File: src/rtl/serial_add_pkg.sv
// Shared definitions for the bit-serial adder sequencer.
// Holds the state encoding, the default operand width and the counter
// width helper used to size the slice counter.
package serial_add_pkg;

    // Default operand/result width in bits
    localparam int DEFAULT_WIDTH = 8;

    // State encoding values, kept as localparams so other blocks can refer
    // to the raw codes if they ever need to
    localparam logic [1:0] IDLE_ENC = 2'd0;
    localparam logic [1:0] RUN_ENC  = 2'd1;
    localparam logic [1:0] DONE_ENC = 2'd2;

    typedef enum logic [1:0] {
        IDLE = IDLE_ENC,
        RUN  = RUN_ENC,
        DONE = DONE_ENC
    } state_t;

    // Ceiling log2 with a floor of one bit, so a two-bit operation still
    // gets a usable one-bit slice counter
    function automatic int clog2(input int value);
        int bits;
        bits = 1;
        for (int i = 1; i < 31; i++) begin
            if ((1 << bits) < value) begin
                bits = bits + 1;
            end
        end
        return bits;
    endfunction

endpackage

File: src/rtl/a_full_adder.sv
// Gate-level one-bit full-adder cell.
// Purely combinational; the sequencer registers both outputs before use,
// so the gate delays never reach another cell in the same cycle.
module a_full_adder (
    input  logic a_i,
    input  logic b_i,
    input  logic ci_i,
    output logic s_o,
    output logic co_o
);

    logic halfSum;
    logic generateBit;
    logic propagateBit;

    // First half adder: propagate term and generate term from the operands
    assign halfSum      = a_i ^ b_i;
    assign generateBit  = a_i & b_i;

    // Second half adder: fold in the incoming carry
    assign s_o          = halfSum ^ ci_i;
    assign propagateBit = halfSum & ci_i;

    // Carry out is set either by the operands alone or by a propagated carry
    assign co_o         = generateBit | propagateBit;

endmodule

File: src/rtl/serial_add_ctrl.sv
// Bit-serial adder sequencer around a single shared full-adder cell.
// The operation runs LSB first, one bit slice per clock, with the carry
// held in a register between slices.
// Optional feature macro: SERIAL_ADD_SUB_EN adds the sub port and turns the
// block into an adder/subtractor (A - B via inverted B and a carry seed of 1).
module serial_add_ctrl
    import serial_add_pkg::*;
#(
    parameter int WIDTH = DEFAULT_WIDTH
) (
    input  logic             clk,
    input  logic             reset,
    input  logic             start,
    input  logic [WIDTH-1:0] op_a,
    input  logic [WIDTH-1:0] op_b,
`ifdef SERIAL_ADD_SUB_EN
    input  logic             sub,
`endif
    output logic             busy,
    output logic             done,
    output logic [WIDTH-1:0] result,
    output logic             c_out,
    output logic             overflow
);

    localparam int             CW   = clog2(WIDTH);
    localparam logic [CW-1:0]  LAST = CW'(WIDTH - 1);

    state_t           state_q;
    logic [WIDTH-1:0] aSr_q;
    logic [WIDTH-1:0] bSr_q;
    logic [CW-1:0]    cnt_q;
    logic [CW-1:0]    cnt_d;
    logic             cy_q;
    logic [WIDTH-1:0] result_q;
    logic             busy_q;
    logic             done_q;
    logic             cOut_q;
    logic             overflow_q;

    logic             subSeed;
    logic             faB;
    logic             faSum;
    logic             faCo;

`ifdef SERIAL_ADD_SUB_EN
    logic             sub_q;

    // Subtraction inverts every B bit and seeds the carry with one, which
    // is two's complement negation folded into the serial add
    assign subSeed = sub;
    assign faB     = bSr_q[0] ^ sub_q;
`else
    // Addition only: carry always starts clear and B goes straight through
    assign subSeed = 1'b0;
    assign faB     = bSr_q[0];
`endif

    // The one and only adder cell, reused for every bit position in turn
    a_full_adder u_fa (
        .a_i  (aSr_q[0]),
        .b_i  (faB),
        .ci_i (cy_q),
        .s_o  (faSum),
        .co_o (faCo)
    );

    // Next slice index; it is only consumed while running, and the last
    // slice leaves RUN before any wrap could matter
    always_comb begin
        cnt_d = cnt_q + CW'(1);
    end

    // Sequencer: accepts a start in IDLE or DONE, walks WIDTH slices through
    // the shared adder, then raises done for one cycle with the flags
    always_ff @(posedge clk or posedge reset) begin
        if (reset) begin
            state_q    <= IDLE;
            aSr_q      <= '0;
            bSr_q      <= '0;
            cnt_q      <= '0;
            cy_q       <= 1'b0;
            result_q   <= '0;
            busy_q     <= 1'b0;
            done_q     <= 1'b0;
            cOut_q     <= 1'b0;
            overflow_q <= 1'b0;
`ifdef SERIAL_ADD_SUB_EN
            sub_q      <= 1'b0;
`endif
        end else begin
            done_q <= 1'b0;
            unique case (state_q)
                IDLE, DONE: begin
                    if (start) begin
                        aSr_q   <= op_a;
                        bSr_q   <= op_b;
                        cnt_q   <= '0;
                        cy_q    <= subSeed;
`ifdef SERIAL_ADD_SUB_EN
                        sub_q   <= sub;
`endif
                        busy_q  <= 1'b1;
                        state_q <= RUN;
                    end else begin
                        state_q <= IDLE;
                    end
                end
                RUN: begin
                    result_q <= {faSum, result_q[WIDTH-1:1]};
                    cy_q     <= faCo;
                    aSr_q    <= aSr_q >> 1;
                    bSr_q    <= bSr_q >> 1;
                    cnt_q    <= cnt_d;
                    if (cnt_q == LAST) begin
                        // On the MSB slice cy_q is the carry into the MSB and
                        // faCo the carry out; their XOR is signed overflow
                        cOut_q     <= faCo;
                        overflow_q <= cy_q ^ faCo;
                        done_q     <= 1'b1;
                        busy_q     <= 1'b0;
                        state_q    <= DONE;
                    end
                end
                default: begin
                    busy_q  <= 1'b0;
                    state_q <= IDLE;
                end
            endcase
        end
    end

    assign busy     = busy_q;
    assign done     = done_q;
    assign result   = result_q;
    assign c_out    = cOut_q;
    assign overflow = overflow_q;

endmodule
File: config.mk
export PLATFORM = sky130hd
export DESIGN_NAME = serial_add_ctrl
export DESIGN_NICKNAME = d
export VERILOG_FILES = /design/src/rtl/serial_add_pkg.sv /design/src/rtl/a_full_adder.sv /design/src/rtl/serial_add_ctrl.sv
export SDC_FILE = /design/constraint.sdc
export NUM_CORES = 1
export LEC_CHECK = 0
export ABC_CLOCK_PERIOD_IN_PS = 1500
export BUFFER_PORTS_ARGS = -buffer_cell sky130_fd_sc_hd__buf_2
export CAP_MARGIN = 20
export CORE_UTILIZATION = 40
export CTS_CLUSTER_DIAMETER = 30
export CTS_CLUSTER_SIZE = 14
export DETAILED_ROUTE_END_ITERATION = 6
export SLEW_MARGIN = 25
export SYNTH_ARGS = -nofsm -noshare
export SYNTH_HDL_FRONTEND = slang
export SYNTH_SLANG_ARGS = --single-unit
File: constraint.sdc
create_clock -name clk -period 1.5 [get_ports clk]
set_input_delay 0.075 -clock clk [delete_from_list [all_inputs] [get_ports clk]]
set_output_delay 0.075 -clock clk [all_outputs]
set_load 0.005 [all_outputs]
# --- Word-level counts from Yosys, hierarchy flattened ---
# Cells that the tools add are included.
totals:
  in_bits: 19
  n_memories: 0
  output_inout_bits: 12
  ramBits: 0
  ff_bits: 34
  romBits: 0
  wordCells: 44
  latch_bits: 0
classes:
  n_lt_le_gt_ge: 0
  reduce_logical: 6
  eq_ne: 5
  n_shift: 0
  addsub: 1
  bitwise_logic: 6
  div: 0
  n_mux: 16
  multipliers: 0
ops:
  columns: ["cell", "n"]
  rows:
  - ["8-bit one-hot mux with 2 select lines", 2]
  - ["8-bit two-way mux", 2]
  - ["1-bit two-way mux", 6]
  - ["3-bit one-hot mux with 2 select lines", 1]
  - ["2-bit AND reduction", 3]
  - ["2-bit inequality test, second input constant", 2]
  - ["1-bit one-hot mux with 2 select lines", 2]
  - ["2-bit one-hot mux with 2 select lines", 1]
  - ["3-bit by 1-bit adder with 3-bit output, second input constant", 1]
  - ["3-bit equality test, second input constant", 1]
  - ["3-bit two-way mux", 1]
  - ["1-bit XOR", 3]
  - ["1-bit AND", 2]
  - ["2-bit by 1-bit equality test with 1-bit output, second input constant", 1]
  - ["2-bit equality test, second input constant", 1]
  - ["2-bit zero test", 1]
  - ["2-bit two-way mux", 1]
  - ["2-bit nonzero test", 1]
  - ["2-bit OR reduction", 1]
  - ["1-bit bitwise OR", 1]

# --- Logic depth before layout (Yosys ltp) ---
depth:
  word_depth: 4
  depth_mapped: 5
  mapped_depth_nobuf: 5

# --- By module ---
# Synthesis repeated with hierarchy kept, for this count alone.
hier_totals:
  hier_cells: 143
  area_unflattened_um2: 1481.4
modules_own_cells:
  columns: ["module", "instances", "area_per_inst_um2", "seq_area_each_um2", "cells_each"]
  rows:
  - ["serial_add_ctrl", 1, 1461.4, 850.8, 142]
  - ["a_full_adder", 1, 20.0, 0.0, 1]

# --- Least setup slack after synthesis ---
# Ideal clock, no wire load.
synth_path:
  kind: "flip-flop to flip-flop"
  from: "register cnt_q[0]"
  to: "register cnt_q[2]"
  path_slack_ns: 0.111
  setup_ns: 0.121
  required_time_ns: 1.379
  synth_period_minus_slack_ns: 1.389
  arrival_ns: 1.268
  path_stages_with_launch: 5
  n_path_buf: 0
  cell_sequence: "dfrtp_1 -> ha_1 -> ha_1 -> mux2_1 -> a22o_1"
synth_between:
  elab_chain_len: 2
synth_rtl:
  columns: ["item", "line_no", "rtl"]
  rows:
  - ["start: declaration", "serial_add_ctrl.sv:32", "logic [CW-1:0] cnt_q;"]
  - ["start signal: assignment", "serial_add_ctrl.sv:114", "cnt_q <= cnt_d;"]
  - ["3-bit by 1-bit adder with 3-bit output", "serial_add_ctrl.sv:71", "cnt_d = cnt_q + CW'(1);"]
  - ["3-bit one-hot mux with 2 select lines", "serial_add_ctrl.sv:93", "unique case (state_q)"]
# No other way between the ends.
# A chain may end at the register's enable or synchronous reset.

# --- Worst setup path in the final report ---
# Same ends and word-level chain as after synthesis.

==> qor.txt <==
Status: complete, no violations
RSZ-0062 raised after global routing: no
Clock Latency Late Sink: 290 ps
Quantity of gates resized following cts: 0
I/O Buffers: 30
Final antenna-violating net count: 0
Synth unique cells: 30
DR vias: 1176
Dpl ws: 65.3 ps
Die ar.: 4550 um2
First-pass GRT wire length: 5030 um
Post-Route WL: 2970 um
Final setup violating endpoints: 0
I/O pins: 31
Leak: 0.951 nW
Number of global-route vias before repair: 1126
CP max-delay cell: dfrtp_1
Crit path capture type: flip-flop
Nets@finish: 206
Max Freq: 704 MHz
R2r startpoint: cnt_q[0]$_DFFE_PP0P_
Fillers: 373
Dominant cells by area after synthesis: dfrtp_1, mux2i_1, mux2_4
Site Rows: 23
Area leader, netlist: dfrtp_1
Period utilisation layout: 94.7%
Total grt overflow: 0
CP startpoint: cnt_q[0]$_DFFE_PP0P_
Crit path max fanout: 3
Setup TNS: 0 ps
Clock Pin Slew Worst Setup and Hold Paths: 70 ps
Reg2reg path depth: 4
Netlist Area Pre-Place: 1720 um2
CTS sink cnt: 34
Synthesis-stage register bit count: 34
Req. time, crit path: 1670 ps
Count leader, synth: dfrtp_1
Hold crit path type: in -> reg
Area growth, synth to finish: 21.4%
Initial DRC Count: 36
Layout cell share with drive strength beyond 1: 31.4%
Worst VDD drop: 0.890 mV
Met1 wire length: 1350 um
Hpwl dp: 2060 um
Number of stages on the worst setup path: 4
Drt drc: 0
Drt wl/cell: 12.6 um
Initial antenna violation count: 0
Core Region: 4060 um2
Yosys top cell area share: 49.6%
Most common cell on crit path: ha_1
Slew Limit Fails: 0
Net Count, Synth: 171
Cell Chain, Critical Path: ha_1 > ha_1 > mux2_1 > a22o_1
CTS tree: built
Max-cap violations: 0
Number of synthesized flops with an enable pin: 0
Worst Path Buf+Inv: 0
Die Span X: 67.5 um
Root buffer cell: clkbuf_8
Diodes inserted: 0
Initial Util: 42.3%
Clock Path Buffers: 2
Top sig layer: met4
CP max stage delay: 400 ps
CTS Buf Count: 5
GR Util All Layers: 15.0%
Vias per cell: 5.00
Reg2reg end: cnt_q[2]$_DFFE_PP0P_
Final Critical Period: 1420 ps
Synth Instances: 149
Startpoint Class: flip-flop
Largest net degree at the start of global routing: 35
Main synth FF type: dfrtp_1
Wire length on met2: 1440 um
First drt pass iteration count: 2
Syn Area/Cell: 11.5 um2
Reg-to-reg slack, setup: 80 ps
Slew margin rel.: 71.7%
FFs w/ async S/R, synth: 100%
Clock skew: 7.44 ps
Sequential share of the synthesized area: 49.6%
Die Y: 67.5 um
Commonest cells post-synth: dfrtp_1, mux2i_1, a21oi_1, a211oi_1, nor2b_1
Routability congestion estimate: 0.674
Worst setup margin: 80.1 ps
H-tree levels: 2
Critical path type: reg -> reg
PD cells: 2110 nW/um2
Actual slew at the worst max-slew pin: 425 ps
Yosys Warn Count: 0
Crit path to: cnt_q[2]$_DFFE_PP0P_
Delay-heaviest family, CP: adder cells
Wire length on met3: 121 um
Worst EP arrival: 1590 ps
Final hold violation count: 0
-- cell type report --
type / count / area, um2 / share of cell area [%]
Multi-Input combinational cell: 98 / 759 / 36.5
Timing Repair Buffer: 39 / 245 / 11.8
Clock buffer: 6 / 82.6 / 3.96
Tap cell: 50 / 62.6 / 3.00
Clock inverter: 2 / 60.1 / 2.88
Sequential cell: 34 / 851 / 40.8
Inverter: 6 / 22.5 / 1.08
-- routing by layer --
layer  vias up  global-route usage, %
met2        23                   23.8
met1       556                   18.7
met3         7                   4.39
met4         0                   7.18
met5         -                      0
li1        590                      -
-- state kept, by name, summed over array words and instances, names as in the netlist --
signal	cells
aSr_q	8
bSr_q	8
busy	1
c_out	1
cnt_q	3
cy_q	1
done	1
overflow	1
result	8
state_q	2
-- repair_timing --
item,4_1_cts,5_1_grt
hold buffers,1,0
buffers inserted,0,2
endpoints found under the setup margin,0,1
endpoints found under the hold margin,34,0
-- worst min path at each step --
stage / start / end / slack [ps] / cells after the start
floorplan: reset / aSr_q[0]$_DFFE_PP0P_ / 220 / 1
global route: op_a[6] / aSr_q[6]$_DFFE_PP0P_ / 40 / 2
detailed placement: reset / done$_DFF_PP0_ / 200 / 3
finish: op_a[6] / aSr_q[6]$_DFFE_PP0P_ / 20 / 2
CTS: op_a[6] / aSr_q[6]$_DFFE_PP0P_ / 20 / 2
global placement: reset / done$_DFF_PP0_ / 190 / 3
-- power breakdown --
part / switching (mW) / internal (mW)
Clock: 0.332 / 0.709
Combinational: 0.726 / 0.979
Sequential: 0.299 / 1.35
Total: 1.36 / 3.04
-- cell usage in the layout, fill, tap and decap left out --
cell type | netlist | routed
a211oi_1 | 13 | 13
a21o_1 | 2 | 2
a21oi_1 | 14 | 14
a221o_1 | 1 | 1
a22o_1 | 2 | 2
and2b_1 | 1 | 1
buf_12 | 0 | 2
buf_2 | 3 | 30
buf_4 | 4 | 6
bufinv_16 | 0 | 2
clkbuf_8 | 0 | 6
dfrtp_1 | 34 | 34
dlygate4sd3_1 | 0 | 1
fa_1 | 1 | 1
ha_1 | 2 | 2
inv_1 | 4 | 4
inv_2 | 2 | 2
mux2_1 | 1 | 1
mux2_2 | 1 | 1
mux2_4 | 7 | 7
mux2i_1 | 15 | 15
nand2_1 | 5 | 5
nand2b_1 | 2 | 2
nand3_1 | 2 | 2
nand3b_2 | 1 | 1
nor2_1 | 3 | 3
nor2b_1 | 13 | 13
nor2b_2 | 1 | 1
nor3b_1 | 1 | 1
o21ai_1 | 8 | 8
xnor2_1 | 1 | 1
xor2_1 | 1 | 1
-- worst reg2reg max path, delay by kind of cell, from the launching register on --
| kind | cells | cell delay, ps |
|---|---|---|
| flops | 1 | 400 |
| mux | 1 | 280 |
| fa+ha+maj | 2 | 460 |
| compound gates | 1 | 170 |
-- per-stage QoR --
step	power (mW)	cells	hold WS, ps	area [um2]	utilization, %
after floorplan	2.90	149	217	1720	-
after global placement	3.26	224	188	1920	47.2
after detailed placement	3.37	224	200	1920	47.2
after CTS	4.43	233	16.0	2070	51.0
after global routing	4.74	235	35.0	2080	51.3
final	4.39	235	22.7	2080	51.3
-- cells by family (layout without fill, tap and decap cells) --
family	Yosys count	count (layout)	synth area share (%)
adder cells (fa/ha/maj)	3	3	2.63
AO/OA/AOI/OAI	40	40	14.6
XOR/XNOR	2	2	1.02
AND/OR/NAND/NOR	29	29	9.85
buffers and inverters	17	53	6.13
flip-flops	34	34	49.6
multiplexers	24	24	16.2
Power figures use the tool's default switching activity.
